`src/rtl/rob_retire_ctrl.sv`:
```
// rob_retire_ctrl: in-order retirement control at the ROB head.
// Retires up to RETIRE_RATE completed entries per cycle (at most one store),
// and sequences a precise exception: drain store buffer, flush, then hold a
// trap redirect until the front end acknowledges it.
module rob_retire_ctrl #(
    parameter int RETIRE_RATE = 2,
    parameter int ROB_DEPTH   = 64,
    parameter int ECAUSE_W    = 5,
    parameter int PC_W        = 64
) (
    input  logic                            clk,
    input  logic                            rst,
    input  logic [RETIRE_RATE-1:0]          head_valid,
    input  logic [RETIRE_RATE-1:0]          head_busy,
    input  logic [RETIRE_RATE-1:0]          head_exc,
    input  logic [RETIRE_RATE*ECAUSE_W-1:0] head_ecause,
    input  logic [RETIRE_RATE*PC_W-1:0]     head_pc,
    input  logic [RETIRE_RATE-1:0]          head_store,
    input  logic [$clog2(ROB_DEPTH):0]      used_entries,
    input  logic                            st_commit_rdy,
    input  logic                            sb_empty,
    input  logic                            trap_ack,
    output logic [$clog2(RETIRE_RATE):0]    retire_cnt,
    output logic                            st_commit_valid,
    output logic                            flush,
    output logic                            trap_valid,
    output logic [ECAUSE_W-1:0]             trap_cause,
    output logic [PC_W-1:0]                 trap_pc,
    output logic [63:0]                     instret
);

    localparam int USED_W = $clog2(ROB_DEPTH) + 1;
    localparam int CNT_W  = $clog2(RETIRE_RATE) + 1;

    typedef enum logic [1:0] {RUN, DRAIN, FLUSH, TRAP} state_e;

    state_e              state_q, state_d;
    logic                flush_q;
    logic                trap_valid_q;
    logic [ECAUSE_W-1:0] trap_cause_q;
    logic [PC_W-1:0]     trap_pc_q;
    logic [63:0]         instret_q;

    logic                take_exc;
    logic                slot_ok;
    logic                stop;

    // Cause/PC of younger slots never reach the trap registers; an excepting
    // younger entry is only handled once it becomes the head.
    generate
        if (RETIRE_RATE > 1) begin : g_unused
            logic unused_upper_slots;
            assign unused_upper_slots = ^{head_ecause[RETIRE_RATE*ECAUSE_W-1:ECAUSE_W],
                                          head_pc[RETIRE_RATE*PC_W-1:PC_W]};
        end
    endgenerate

    // Exception is taken only when the head entry itself has completed with a fault.
    assign take_exc = (state_q == RUN) && (used_entries != '0) && head_valid[0]
                      && !head_busy[0] && head_exc[0];

    // Walk head slots in order; the first slot that cannot retire stops the walk.
    always_comb begin
        // NOTE: every signal driven here gets a default first so no latch is inferred.
        retire_cnt      = '0;
        st_commit_valid = 1'b0;
        slot_ok         = 1'b0;
        stop            = 1'b0;
        if (!rst && state_q == RUN) begin
            for (int i = 0; i < RETIRE_RATE; i++) begin
                slot_ok = (USED_W'(i) < used_entries) && head_valid[i]
                          && !head_busy[i] && !head_exc[i];
                // Only one store port into the store buffer per cycle.
                if (head_store[i]) begin
                    slot_ok = slot_ok && st_commit_rdy && !st_commit_valid;
                end
                if (!stop && slot_ok) begin
                    retire_cnt = retire_cnt + CNT_W'(1);
                    if (head_store[i]) begin
                        st_commit_valid = 1'b1;
                    end
                end else begin
                    stop = 1'b1;
                end
            end
        end
    end

    // Exception sequencing: RUN -> DRAIN -> FLUSH -> TRAP -> RUN.
    always_comb begin
        state_d = state_q;
        unique case (state_q)
            RUN:     if (take_exc) state_d = DRAIN;
            DRAIN:   if (sb_empty) state_d = FLUSH;
            FLUSH:   state_d = TRAP;
            TRAP:    if (trap_ack) state_d = RUN;
            default: state_d = RUN;
        endcase
    end

    // State, registered flush/trap outputs, trap capture and retired counter.
    always_ff @(posedge clk) begin
        // NOTE: sequential state uses non-blocking assignments so all flops update together.
        if (rst) begin
            state_q      <= RUN;
            flush_q      <= 1'b0;
            trap_valid_q <= 1'b0;
            trap_cause_q <= '0;
            trap_pc_q    <= '0;
            instret_q    <= '0;
        end else begin
            state_q      <= state_d;
            flush_q      <= (state_d == FLUSH);
            trap_valid_q <= (state_d == TRAP);
            if (take_exc) begin
                trap_cause_q <= head_ecause[ECAUSE_W-1:0];
                trap_pc_q    <= head_pc[PC_W-1:0];
            end
            instret_q    <= instret_q + 64'(retire_cnt);
        end
    end

    assign flush      = flush_q;
    assign trap_valid = trap_valid_q;
    assign trap_cause = trap_cause_q;
    assign trap_pc    = trap_pc_q;
    assign instret    = instret_q;

endmodule

```
`config.mk`:
```
export PLATFORM = sky130hd
export DESIGN_NAME = rob_retire_ctrl
export DESIGN_NICKNAME = d
export VERILOG_FILES = /design/src/rtl/rob_retire_ctrl.sv
export SDC_FILE = /design/constraint.sdc
export NUM_CORES = 1
export LEC_CHECK = 0
export ABC_AREA = 1
export BUFFER_PORTS_ARGS = -buffer_cell sky130_fd_sc_hd__buf_4
export CORE_UTILIZATION = 40
export DETAILED_ROUTE_END_ITERATION = 16
export PLACE_DENSITY = 0.8
export SYNTH_ARGS = -nofsm -noshare
export SYNTH_HDL_FRONTEND = slang
export SYNTH_SLANG_ARGS = --single-unit
```
`constraint.sdc`:
```
create_clock -name clk -period 2 [get_ports clk]
set_input_delay 0.1 -clock clk [delete_from_list [all_inputs] [get_ports clk]]
set_output_delay 0.1 -clock clk [all_outputs]
set_load 0.02 [all_outputs]
```
=== After elaboration in Yosys (flattened, before gate mapping) ===
Index checks and enable logic that the tools add are counted.

* Bits of input ports: 158
* Bits in registers: 137

* Equal/unequal tests: 5
* Magnitude comparators: 2
* $add $sub $neg: 2
* Reductions and logical operators: 24
* Mux-type cells: 20

{| class="wikitable"
|+ Operator list
! cell !! number
|-
| $add 64x2->64 || 1
|-
| $logic_and 1x1->1 || 15
|-
| $lt 1x7->1 const A || 2
|-
| $mux 1 || 13
|-
| $mux 2 || 6
|-
| $eq 2x2->1 const B || 4
|-
| $pmux 2 s4 || 1
|-
| $logic_not 1->1 || 7
|-
| $reduce_bool 7->1 || 1
|-
| $add 2x1->2 const B || 1
|-
| $eq 2x1->1 const B || 1
|-
| $logic_not 2->1 || 1
|}

=== Longest topological paths before layout ===
Gate-level depths: netlist of run 1.

* Word-level depth: 17
* Depth in mapped cells: 20

=== Worst setup path before layout of run 1 ===
OpenSTA, ideal clock, no wires.

* Path type: reg-to-reg
* Start: register state_q[1]
* End: register instret_q[50], in the netlist instret[50]
* Stages on the path, launching flop included: 17
* Slack: -550 ps
* Arrival: 2435 ps
* Library setup time: 115 ps
* Cells stage by stage: dfxtp_1 > nor3_1 > inv_1 > nor2_1 > inv_1 > a21oi_1 > ha_1 > fa_1 > nand2_2 > nor2_4 > nand2_4 > inv_2 > nand3_1 > nor2_2 > nand3_1 > nand2_1 > nor2_1

* Word-level cells in the longest chain between the ends: 4

{| class="wikitable"
|+ RTL lines
! what !! RTL line !! source
|-
| start, declared || 37 || <nowiki>state_e state_q, state_d;</nowiki>
|-
| start signal, assigned || 112 || <nowiki>state_q <= state_d;</nowiki>
|-
| $logic_not 2->1 || 69 || <nowiki>if (!rst && state_q == RUN) begin</nowiki>
|-
| $logic_and 1x1->1 || 69 ||
|-
| $mux 2 || 69 ||
|-
| named net retire_cnt[0] || 23 || <nowiki>output logic [$clog2(RETIRE_RATE):0] retire_cnt,</nowiki>
|-
| $add 64x2->64 || 119 || <nowiki>instret_q <= instret_q + 64'(retire_cnt);</nowiki>
|-
| end signal, assigned || 119 ||
|-
| end, declared || 42 || <nowiki>logic [63:0] instret_q;</nowiki>
|}

The timed path passes the listed nets, and every way through them passes these cells.
A chain may end at the register's enable or synchronous reset.

=== Worst setup path in the final report of run 1 ===
* Start: register state_q[0]
* End: register instret_q[48], in the netlist instret[48]

* Word-level cells in the longest chain between the ends: 4

{| class="wikitable"
|+ RTL lines
! what !! RTL line
|-
| $logic_not 2->1 || 69
|-
| $logic_and 1x1->1 || 69
|-
| $mux 2 || 69
|-
| $add 64x2->64 || 119
|}

Every way passes these cells.

==> load_flow_metrics.sql, run 1 <==
INSERT INTO impl_metrics (metric_group, metric, value, unit) VALUES
('status', 'result_of_the_run', 'complete, but fails checks', ''),
('status', 'violations', 'negative hold slack, negative setup slack', ''),
('global_routing', 'gr-max-usage-layer', 'met2', ''),
('power_and_ir_drop', 'power_density', '645', 'mW/mm²'),
('global_routing', 'grt_pass1_vias', '7372', ''),
('floorplan', 'die_x', '129', 'µm'),
('critical_path', 'critPathCaptureType', 'flip-flop', ''),
('sta', 'min_period_over_period', '113', '%'),
('logic_synthesis', 'synth_nets', '1109', ''),
('logic_synthesis', 'synth_edf_count', '0', ''),
('critical_path', 'crit_type', 'reg2reg', ''),
('floorplan', 'floorplan.initialDensity', '40.8', '%'),
('finish', 'fin_nets', '1447', ''),
('logic_synthesis', 'synth-async-reset-ratio', '0', '%'),
('cts', 'worst_setup_hold_path_clk_slew', '0.06', 'ns'),
('finish', 'final_layout_size_suffix_gt1_share', '30.5', '%'),
('hold_path', 'min_path_type', 'in2reg', ''),
('sta', 'setup_violations', '57', ''),
('cts', 'cts.sink_count', '137', ''),
('critical_path', 'critPathSlowestCell', 'dfxtp_2', ''),
('power_and_ir_drop', 'total_leakage_power', '0.00421', 'µW'),
('logic_synthesis', 'yosys.cell_count.top_type', 'nand2_1', ''),
('floorplan', 'die_area', '0.0166', 'mm²'),
('sta', 'post-route-worst-setup-slack', '-0.259', 'ns'),
('global_routing', 'grt_pass1_wl', '36.5', 'mm'),
('logic_synthesis', 'ys_seq_area_share', '42.5', '%'),
('placement', 'placedInstanceArea', '0.00874', 'mm²'),
('critical_path', 'worst_setup_sp_type', 'flip-flop', ''),
('power_and_ir_drop', 'total_power', '6650', 'µW'),
('placement', 'number_of_cells_in_the_design_after_placement', '1403', ''),
('global_routing', 'antenna_violations_before_repair', '0', ''),
('logic_synthesis', 'yosysTopAreaCell', 'dfxtp_1', ''),
('logic_synthesis', 'synth.cell_area', '0.00645', 'mm²'),
('drt', 'post_drt_via_cell_ratio', '5.04', ''),
('critical_path', 'worst_ep_arrival_time', '2.60', 'ns'),
('critical_path', 'crit_family', 'simple AND/OR/NAND/NOR gates', ''),
('drt', 'number_of_antenna_violating_nets_in_the_routed_design', '0', ''),
('floorplan', 'die_height', '129', 'µm'),
('drt', 'wire_per_inst', '15.6', 'µm'),
('global_routing', 'grt_start_max_net_pins', '140', ''),
('cts', 'cts-htree-levels', '4', ''),
('global_routing', 'gr-usage-met2', '50.0', '%'),
('sta', 'rsz0062_at_grt', 'yes', ''),
('global_routing', 'gr-usage-all-layers', '28.6', '%'),
('logic_synthesis', 'synthFlopType', 'dfxtp_1', ''),
('sta', 'finalSetupTns', '-7.88', 'ns'),
('sta', 'slew_headroom', '53.0', '%'),
('sta', 'holdWs', '-0.0255', 'ns'),
('cts', 'clock_tree_from_tritoncts', 'built', ''),
('hold_path', 'min_to', 'trap_pc[23]$_SDFFE_PP0P_', ''),
('critical_path', 'worst_r2r_path_depth', '14', ''),
('drt', 'drt-pass1-iter-count', '5', ''),
('global_routing', 'met1_demand_to_capacity_share_in_global_routing', '32.1', '%'),
('placement', 'portBuffers', '226', ''),
('logic_synthesis', 'synth.ff_latch_count', '137', ''),
('sta', 'count_of_endpoints_failing_hold_in_the_final_timing_report', '1', ''),
('global_routing', 'grt.met3_usage', '6.90', '%'),
('logic_synthesis', 'yosys-top-cells-area', 'dfxtp_1 42%, nand2_1 9.9%, a21oi_1 9.2%, inv_1 8.5%, nor2_1 7.0%', ''),
('power_and_ir_drop', 'max-vdd-ir-drop', '661', 'µV'),
('sta', 'final_critical_delay_including_setup_and_external_delays', '2.26', 'ns'),
('critical_path', 'total_buffers_and_inverters_traversed_by_the_critical_path', '2', ''),
('global_routing', 'grt.overflow.total', '0', ''),
('critical_path', 'critical_path.reg2reg.endpoint', 'instret[48]$_SDFF_PP0_', ''),
('logic_synthesis', 'synthCells', '948', ''),
('cts', 'clock_tree.root_cell', 'clkbuf_16', ''),
('finish', 'final_core_util', '65.2', '%'),
('critical_path', 'setup.reg_to_reg.worst_slack', '-0.26', 'ns'),
('cts', 'clk_latency', '0.42', 'ns'),
('critical_path', 'critical_path_required', '2.34', 'ns'),
('hold_path', 'hold-path-cell-count', '3', ''),
('placement', 'place_congestion', '0.968', '');
-- flip-flops by register name, indices dropped and copies added (netlist names) --
name	flops
flush	1
instret	64
trap_pc	64
trap_valid	1
state_q	2
trap_cause	5
-- per-layer routing --
layer  share of wire, %  up-vias  routed length (µm)
met2                 50      405               11700
met5                  0        -                   0
met3                8.6       71                2050
met1                 38     3450                8970
met4                4.0        0                 944
li1                   -     3712                   -
-- per-stage QoR --
step	hold slack [ns]	setup WS (ns)
4_1_cts	0.0113	-0.242
5_1_grt	0.00448	-0.417
3_5_place_dp	0.385	-0.455
6_report	-0.0255	-0.259
3_3_place_gp	0.375	-0.418
2_1_floorplan	0.261	-0.222
-- layout make-up --
class	count	area, µm²	area share (%)
multi-input cells	632	3330	32.3
flip-flops and latches	137	2740	26.6
repair buffers	348	2830	27.4
clock inverters	12	115	1.12
clock buffers	20	457	4.43
inverters	150	573	5.55
well taps	216	270	2.62
-- layout by cell type (no fill, tap or decap), drive strengths merged --
| cell type | synthesis | layout |
|---|---|---|
| bufinv | 0 | 1 |
| clkbuf | 23 | 20 |
| nor2 | 133 | 133 |
| inv | 150 | 154 |
| fa | 1 | 1 |
| nand2 | 176 | 176 |
| clkinvlp | 0 | 3 |
| a31oi | 1 | 1 |
| a211oi | 1 | 1 |
| o21a | 5 | 5 |
| or2 | 8 | 8 |
| dlygate4sd3 | 0 | 69 |
| a21oi | 119 | 119 |
| o21bai | 1 | 1 |
| buf | 6 | 279 |
| and2 | 1 | 1 |
| nor3 | 24 | 24 |
| xnor2 | 3 | 3 |
| ha | 2 | 2 |
| a41oi | 1 | 1 |
| nand4 | 22 | 22 |
| nand3b | 1 | 1 |
| o21ai | 89 | 89 |
| nor3b | 1 | 1 |
| dfxtp | 137 | 137 |
| nand3 | 34 | 34 |
| clkinv | 0 | 4 |
| xor2 | 9 | 9 |
-- report_power, final --
group          switching (µW)  leakage [µW]  internal [µW]  total [µW]
logic                     358       0.00283            377         735
registers                47.8       0.00111           2810        2860
clock network            1270      0.000274           1790        3060
total                    1670       0.00421           4980        6650
-- tightest hold or removal path: stages --
cell	delay, ns
buf_4	0.08
o21ai_0	0.07
a21oi_1	0.11
-- how the worst max path moves through the flow --
stage                          start                endpoint  slack, ns  cells past startpoint
2_1_floorplan  state_q[0]$_SDFF_PP0_  instret[48]$_SDFF_PP0_      -0.22                     14
3_3_place_gp             head_exc[0]  instret[49]$_SDFF_PP0_      -0.42                     18
3_5_place_dp             head_exc[0]  instret[49]$_SDFF_PP0_      -0.46                     18
4_1_cts        state_q[0]$_SDFF_PP0_  instret[48]$_SDFF_PP0_      -0.24                     14
5_1_grt        state_q[0]$_SDFF_PP0_  instret[47]$_SDFF_PP0_      -0.42                     17
6_report       state_q[0]$_SDFF_PP0_  instret[48]$_SDFF_PP0_      -0.26                     14
-- cell families (layout without fill, tap and decap cells) --
logic type	after synthesis	after routing	synth area share, %
xor gates and xnor gates	12	12	1.63
DFF	137	137	42.5
adders and majority gates	3	3	0.698
buffers and inverters	179	530	10.5
and+or+nand+nor	400	400	27.5
AOI/OAI and AO/OA	217	217	17.2
-- timing repair --
| item | in CTS | in global routing |
|---|---|---|
| setup endpoints to repair | 54 | 61 |
| hold buffers | 69 | 0 |
| buffers inserted | 10 | 1 |
| pin swaps | 20 | 12 |
| resized for setup | 56 | 18 |
| gates cloned | 0 | 0 |
| hold endpoints to repair | 71 | 0 |
No activity file was read; power rests on OpenSTA's default activity.
==> run 2, diff against run 1 <==
--- a/config.mk
+++ b/config.mk
@@ -9,6 +9,7 @@
 export BUFFER_PORTS_ARGS = -buffer_cell sky130_fd_sc_hd__buf_4
 export CORE_UTILIZATION = 40
 export DETAILED_ROUTE_END_ITERATION = 16
+export HOLD_SLACK_MARGIN = 0.12
 export PLACE_DENSITY = 0.8
 export SYNTH_ARGS = -nofsm -noshare
 export SYNTH_HDL_FRONTEND = slang
==> run 2 against run 1 <==
The flow finishes with violations (negative setup slack). Clock-buffer cell count stayed put. Worst hold slack better by 0.32 ns. First-iteration DRC count is 34% higher. Highest routed layer unchanged.
==> load_flow_metrics.sql, run 2 (synthesized netlist as in run 1, its figures left out) <==
INSERT INTO impl_metrics (metric_group, metric, value, unit) VALUES
('cts', 'cts-buffers-inserted', '17', ''),
('sta', 'count_of_endpoints_failing_hold_in_the_final_timing_report', '0', ''),
('drt', 'drt_iter0_markers', '558', ''),
('finish', 'antenna_cells_inserted', '0', ''),
('power_and_ir_drop', 'total_leakage_power', '0.00425', 'µW'),
('hold_path', 'min_path_type', 'in2reg', ''),
('placement', 'portBuffers', '226', ''),
('critical_path', 'worst_r2r_path_depth', '14', ''),
('drt', 'detailroute.via_count', '7727', ''),
('cts', 'clock_tree.root_cell', 'clkbuf_16', ''),
('power_and_ir_drop', 'max-vdd-ir-drop', '694', 'µV'),
('critical_path', 'worst_setup_path_endpoint', 'instret[48]$_SDFF_PP0_', ''),
('sta', 'finalSetupTns', '-7.95', 'ns'),
('cts', 'cts-root-to-sink-buffers', '2', ''),
('drt', 'wire_per_inst', '16.2', 'µm'),
('power_and_ir_drop', 'total_power', '6680', 'µW'),
('critical_path', 'crit_type', 'reg2reg', ''),
('global_routing', 'grt_start_max_net_pins', '140', ''),
('cts', 'cts.sink_count', '137', ''),
('drt', 'post_drt_via_cell_ratio', '5.08', ''),
('floorplan', 'die_height', '129', 'µm'),
('sta', 'slew_headroom', '52.0', '%'),
('critical_path', 'setup.reg_to_reg.worst_slack', '-0.28', 'ns'),
('sta', 'worst-slew-pin-transition', '0.720', 'ns'),
('global_routing', 'grt_pass1_vias', '7350', ''),
('sta', 'rsz0062_at_grt', 'yes', ''),
('finish', 'fin_nets', '1453', ''),
('drt', 'postRouteWirelength', '24.6', 'mm'),
('cts', 'clk_latency', '0.42', 'ns'),
('global_routing', 'grt_pass1_wl', '36.9', 'mm'),
('placement', 'dp_hpwl', '16.0', 'mm'),
('drt', 'drt-pass1-iter-count', '7', ''),
('cts', 'cts-htree-levels', '4', ''),
('sta', 'post-route-worst-setup-slack', '-0.281', 'ns'),
('floorplan', 'row_cnt', '46', ''),
('floorplan', 'floorplan.initialDensity', '40.8', '%'),
('global_routing', 'grt.overflow.total', '0', ''),
('floorplan', 'die_area', '0.0166', 'mm²'),
('critical_path', 'critical_path.reg2reg.endpoint', 'instret[48]$_SDFF_PP0_', ''),
('cts', 'worst_setup_hold_path_clk_slew', '0.06', 'ns'),
('finish', 'layout_common_cells', '273 x buf_4, 157 x nand2_1, 139 x inv_1', ''),
('sta', 'setup_violations', '57', ''),
('placement', 'placedInstanceArea', '0.00874', 'mm²'),
('finish', 'final_core_util', '65.6', '%'),
('sta', 'min_period_over_period', '114', '%'),
('critical_path', 'critical_path_required', '2.34', 'ns'),
('status', 'result_of_the_run', 'complete, but fails checks', ''),
('critical_path', 'origin_of_the_worst_setup_path', 'state_q[0]$_SDFF_PP0_', ''),
('drt', 'number_of_antenna_violating_nets_in_the_routed_design', '0', ''),
('finish', 'final_layout_size_suffix_gt1_share', '30.6', '%'),
('sta', 'final_critical_delay_including_setup_and_external_delays', '2.28', 'ns'),
('global_routing', 'antenna_violations_before_repair', '0', ''),
('critical_path', 'critPathCaptureType', 'flip-flop', ''),
('sta', 'clock-skew-final', '0.00725', 'ns'),
('global_routing', 'gr-usage-all-layers', '28.9', '%'),
('floorplan', 'placeableCoreArea', '0.0158', 'mm²'),
('drt', 'detail_route.drc_violations', '0', ''),
('placement', 'detailedPlace.worstSlack', '-0.455', 'ns'),
('critical_path', 'timing.critical_path.fanout_max', '6', ''),
('critical_path', 'worstReg2RegStart', 'state_q[0]$_SDFF_PP0_', ''),
('critical_path', 'worst_ep_arrival_time', '2.62', 'ns'),
('power_and_ir_drop', 'power_density', '644', 'mW/mm²'),
('floorplan', 'die_x', '129', 'µm'),
('finish', 'postLayoutCellArea', '0.0104', 'mm²'),
('run', 'max_capacitance_violation_count', '0', ''),
('critical_path', 'worst_setup_sp_type', 'flip-flop', ''),
('placement', 'place_congestion', '0.968', ''),
('finish', 'area.growth.synth_to_final', '60.9', '%'),
('cts', 'clock_tree_from_tritoncts', 'built', ''),
('sta', 'max_fclk', '438', 'MHz'),
('status', 'violations', 'negative setup slack', ''),
('finish', 'most_common_cell_after_layout_fill_and_taps_aside', 'buf_4', ''),
('sta', 'slew_violations', '0', ''),
('floorplan', 'top_level_pins', '296', '');
-- run 2: cell count changes in the layout (fill, tap and decap cells not counted) --
cell | before | now
buf_12 | 2 | 1
dlygate4sd3_1 | 69 | 72
buf_4 | 272 | 273
clkbuf_16 | 17 | 18
buf_6 | 5 | 7
-- run 2: how the worst min path moves through the flow --
stage,depth (start not counted),endpoint,slack [ns],startpoint
2_1_floorplan,2,flush$_SDFF_PP0_,0.26,sb_empty
3_3_place_gp,3,trap_pc[30]$_SDFFE_PP0P_,0.38,head_pc[30]
3_5_place_dp,3,trap_pc[56]$_SDFFE_PP0P_,0.38,head_pc[56]
4_1_cts,6,instret[0]$_SDFF_PP0_,0.30,head_store[1]
5_1_grt,6,instret[0]$_SDFF_PP0_,0.31,head_store[1]
6_report,6,instret[0]$_SDFF_PP0_,0.30,head_store[1]
-- run 2: through the flow --
step	hold slack, ns	cells
finish	0.297	1521
global route	0.306	1521
CTS	0.296	1517
detailed placement	0.385	1403
global placement	0.375	1403
floorplan	0.261	948
-- run 2: metal layers --
| layer | global-route usage, % | routed length [µm] | vias to the layer above |
|---|---|---|---|
| met5 | 0 | 0 | - |
| met1 | 32.5 | 9480 | 3547 |
| met2 | 51.1 | 12300 | 390 |
| met4 | 14.3 | 886 | 0 |
| met3 | 6.90 | 1930 | 68 |
| li1 | - | - | 3722 |
-- run 2: worst max-delay path: stages (launching register included) --
cell and delay [ns]:
dfxtp_2 0.32, nor3_2 0.13, inv_1 0.07, nor2_2 0.10, inv_2 0.06, a21oi_4 0.15
ha_4 0.16, fa_2 0.22, nand2_4 0.06, nor2_4 0.17, nand2_4 0.13, nor2_4 0.14
nand3_2 0.09, or2_1 0.24, a21oi_2 0.16
-- run 2: area by class of cell --
type | count | area [µm²]
inverters | 150 | 573
well taps | 216 | 270
clock buffers | 20 | 457
multi-input cells | 632 | 3330
flip-flops and latches | 137 | 2740
fillers | 1230 | 5440
clock inverters | 12 | 115
repair buffers | 354 | 2890
-- run 2: power by group --
| group | leakage, µW | internal [µW] | switching (µW) |
|---|---|---|---|
| combinational | 0.00286 | 386 | 371 |
| sequential | 0.00111 | 2810 | 49.3 |
| clock | 0.000274 | 1790 | 1280 |
-- run 2: repair_timing --
| action | CTS | global route |
|---|---|---|
| resized for setup | 56 | 19 |
| hold buffers | 72 | 0 |
| buffers inserted | 10 | 2 |
| cloned | 0 | 2 |
| pin swaps | 20 | 13 |
| setup endpoints to repair | 54 | 62 |
| endpoints found under the hold margin | 73 | 0 |
==> run 3, diff against run 2 <==
--- a/config.mk
+++ b/config.mk
@@ -8,9 +8,11 @@
 export ABC_AREA = 1
 export BUFFER_PORTS_ARGS = -buffer_cell sky130_fd_sc_hd__buf_4
 export CORE_UTILIZATION = 40
+export CTS_CLUSTER_DIAMETER = 100
 export DETAILED_ROUTE_END_ITERATION = 16
 export HOLD_SLACK_MARGIN = 0.12
 export PLACE_DENSITY = 0.8
+export REMOVE_ABC_BUFFERS = 1
 export SYNTH_ARGS = -nofsm -noshare
 export SYNTH_HDL_FRONTEND = slang
 export SYNTH_SLANG_ARGS = --single-unit
==> run 3 against run 2 <==
The flow still finishes with violations (negative setup slack). Final area grew 3.6%. Worst setup slack lost 0.17 ns. First-iteration DRC count shrank 0.72%. Highest routed layer unchanged. Utilization grew 2.3 points. Die area is the same. Worst hold slack gained 0.0069 ns. Wire length grew 8.5%.
==> load_flow_metrics.sql, run 3 (synthesized netlist as in run 1, its figures left out) <==
INSERT INTO impl_metrics (metric_group, metric, value, unit) VALUES
('floorplan', 'die_area', '0.0166', 'mm²'),
('finish', 'area.growth.synth_to_final', '66.6', '%'),
('placement', 'place_congestion', '0.942', ''),
('finish', 'antenna_cells_inserted', '0', ''),
('critical_path', 'setup.reg_to_reg.worst_slack', '-0.45', 'ns'),
('sta', 'final_critical_delay_including_setup_and_external_delays', '2.45', 'ns'),
('global_routing', 'gr-usage-all-layers', '32.0', '%'),
('cts', 'clock_tree_from_tritoncts', 'built', ''),
('cts', 'worst_setup_hold_path_clk_slew', '0.06', 'ns'),
('run', 'max_capacitance_violation_count', '0', ''),
('cts', 'cts-htree-levels', '4', ''),
('drt', 'met3_length', '1.94', 'mm'),
('sta', 'worst-slew-pin-transition', '0.680', 'ns'),
('sta', 'slew_violations', '0', ''),
('global_routing', 'grt_pass1_wl', '40.4', 'mm'),
('power_and_ir_drop', 'combinationalPowerShare', '11.2', '%'),
('sta', 'post-route-worst-setup-slack', '-0.448', 'ns'),
('finish', 'layout_common_cells', '274 x buf_4, 157 x nand2_1, 139 x inv_1', ''),
('power_and_ir_drop', 'max-vdd-ir-drop', '537', 'µV'),
('placement', 'detailedPlace.worstSlack', '-0.513', 'ns'),
('drt', 'post_drt_via_cell_ratio', '5.17', ''),
('power_and_ir_drop', 'sequentialPowerShare', '39.8', '%'),
('sta', 'holdWs', '0.304', 'ns'),
('status', 'result_of_the_run', 'complete, but fails checks', ''),
('sta', 'min_period_over_period', '122', '%'),
('finish', 'fin_nets', '1475', ''),
('power_and_ir_drop', 'internal_power', '5380', 'µW'),
('power_and_ir_drop', 'power_density', '667', 'mW/mm²'),
('drt', 'drt_iter0_markers', '554', ''),
('global_routing', 'grt_pass1_vias', '7754', ''),
('drt', 'wire_per_inst', '17.3', 'µm'),
('power_and_ir_drop', 'netSwitchingFraction', '25.0', '%'),
('floorplan', 'die_x', '129', 'µm'),
('global_routing', 'antenna_violations_before_repair', '0', ''),
('drt', 'routed_wl_met2', '13.1', 'mm'),
('finish', 'final_core_util', '67.9', '%'),
('placement', 'dp_hpwl', '17.2', 'mm'),
('drt', 'postRouteWirelength', '26.7', 'mm'),
('power_and_ir_drop', 'total_leakage_power', '0.00446', 'µW'),
('drt', 'detail_route.drc_violations', '0', ''),
('finish', 'layout.area.seq', '0.00275', 'mm²'),
('sta', 'slew_headroom', '54.7', '%'),
('global_routing', 'grt_start_max_net_pins', '75', ''),
('hold_path', 'min_path_type', 'in2reg', ''),
('sta', 'setup_violations', '61', ''),
('drt', 'detailroute.via_count', '7977', ''),
('status', 'violations', 'negative setup slack', ''),
('floorplan', 'die_height', '129', 'µm'),
('drt', 'top_layer_used', 'met4', ''),
('floorplan', 'top_level_pins', '296', ''),
('critical_path', 'critPathCaptureType', 'flip-flop', ''),
('floorplan', 'row_cnt', '46', ''),
('sta', 'clock-skew-final', '0.00808', 'ns'),
('critical_path', 'crit_type', 'reg2reg', ''),
('placement', 'number_of_cells_in_the_design_after_placement', '1410', ''),
('cts', 'clock_tree.root_cell', 'clkbuf_16', ''),
('critical_path', 'worst_setup_sp_type', 'flip-flop', ''),
('cts', 'cts.sink_count', '137', ''),
('sta', 'max_fclk', '409', 'MHz'),
('critical_path', 'worst_ep_arrival_time', '2.78', 'ns'),
('global_routing', 'grt.overflow.total', '0', ''),
('finish', 'filler_cell_count', '1169', ''),
('sta', 'count_of_endpoints_failing_hold_in_the_final_timing_report', '0', ''),
('drt', 'drt-pass1-iter-count', '7', ''),
('floorplan', 'floorplan.initialDensity', '40.8', '%'),
('cts', 'cts-root-to-sink-buffers', '2', ''),
('drt', 'number_of_antenna_violating_nets_in_the_routed_design', '0', ''),
('finish', 'multi_input_area', '0.00336', 'mm²'),
('finish', 'final_layout_size_suffix_gt1_share', '32.3', '%'),
('sta', 'rsz0062_at_grt', 'yes', ''),
('drt', 'wire_length_on_met1', '10.5', 'mm'),
('cts', 'cts-buffers-inserted', '17', ''),
('critical_path', 'critical_path_required', '2.34', 'ns'),
('power_and_ir_drop', 'power_dissipated_by_switching_net_loads', '1790', 'µW'),
('placement', 'portBuffers', '226', ''),
('finish', 'most_common_cell_after_layout_fill_and_taps_aside', 'buf_4', ''),
('critical_path', 'timing.critical_path.fanout_max', '6', ''),
('cts', 'clk_latency', '0.42', 'ns'),
('power_and_ir_drop', 'clockPowerShare', '49.0', '%'),
('finish', 'post_layout_nonfiller_instances', '1543', ''),
('floorplan', 'placeableCoreArea', '0.0158', 'mm²');
[run 3: cell count changes in the layout (fill, tap and decap cells not counted), sizes merged]
cell	change
buf	+24
bufinv	+3
clkbuf	-3
clkinv	-1
clkinvlp	-3
dlygate4sd3	-1
inv	+3
[run 3: what timing repair did]
action                                  CTS  global route
endpoints found under the setup margin   57            63
endpoints found under the hold margin    73             0
hold buffers                             71             0
gates resized for setup                 101            40
buffers inserted                         25            10
pin swaps                                39            29
[run 3: critical path, stage by stage, from the launching register on]
cell and delay [ns]:
dfxtp_2 0.32, nor3_2 0.15, inv_1 0.08, nor2_2 0.12, inv_2 0.06, a21oi_2 0.14
ha_2 0.23, fa_2 0.26, nand2_4 0.08, nor2_4 0.16, nand2_4 0.13, nor2_4 0.15
nand3_2 0.10, or2_0 0.22, a21oi_1 0.16
[run 3: area by class of cell]
cell class	instances	share of cell area, %
Multi-Input combinational cell	632	31.3
Timing Repair Buffer	376	29.3
Sequential cell	137	25.5
Inverter	150	5.38
Clock buffer	18	4.08
Tap cell	216	2.51
Clock inverter	14	1.93
[run 3: path summary, 6_finish.rpt]
check / endpoint / depth (start not counted) / start
min reg2reg: trap_pc[1]$_SDFFE_PP0P_ / 2 / trap_pc[1]$_SDFFE_PP0P_
max: instret[48]$_SDFF_PP0_ / 14 / state_q[0]$_SDFF_PP0_
max reg2reg: instret[48]$_SDFF_PP0_ / 14 / state_q[0]$_SDFF_PP0_
min: trap_pc[33]$_SDFFE_PP0P_ / 4 / head_exc[0]
[run 3: per-stage QoR]
| step | setup TNS (ns) | instance area (µm²) | total power (µW) |
|---|---|---|---|
| after floorplan | -149.93 | 6340 | 3160 |
| after global placement | -15.93 | 8710 | 3500 |
| after detailed placement | -19.83 | 8710 | 3520 |
| after CTS | -7.24 | 10600 | 7150 |
| after global routing | -26.73 | 10800 | 7340 |
| final | -17.75 | 10800 | 7170 |
[run 3: layer usage]
| layer | vias up | GRT usage [%] |
|---|---|---|
| li1 | 3774 | - |
| met1 | 3718 | 37.0 |
| met2 | 402 | 55.9 |
| met3 | 83 | 6.44 |
| met4 | 0 | 16.9 |
| met5 | - | 0 |
[run 3: power groups by stage]
| stage | clock [µW] | sequential, µW | combinational [µW] |
|---|---|---|---|
| 5_1_grt | 3630 | 2860 | 848 |
| 4_1_cts | 3540 | 2850 | 760 |
| 3_5_place_dp | 0 | 2910 | 607 |
| 6_report | 3510 | 2860 | 803 |
| 2_1_floorplan | 0 | 3000 | 158 |
| 3_3_place_gp | 0 | 2910 | 594 |
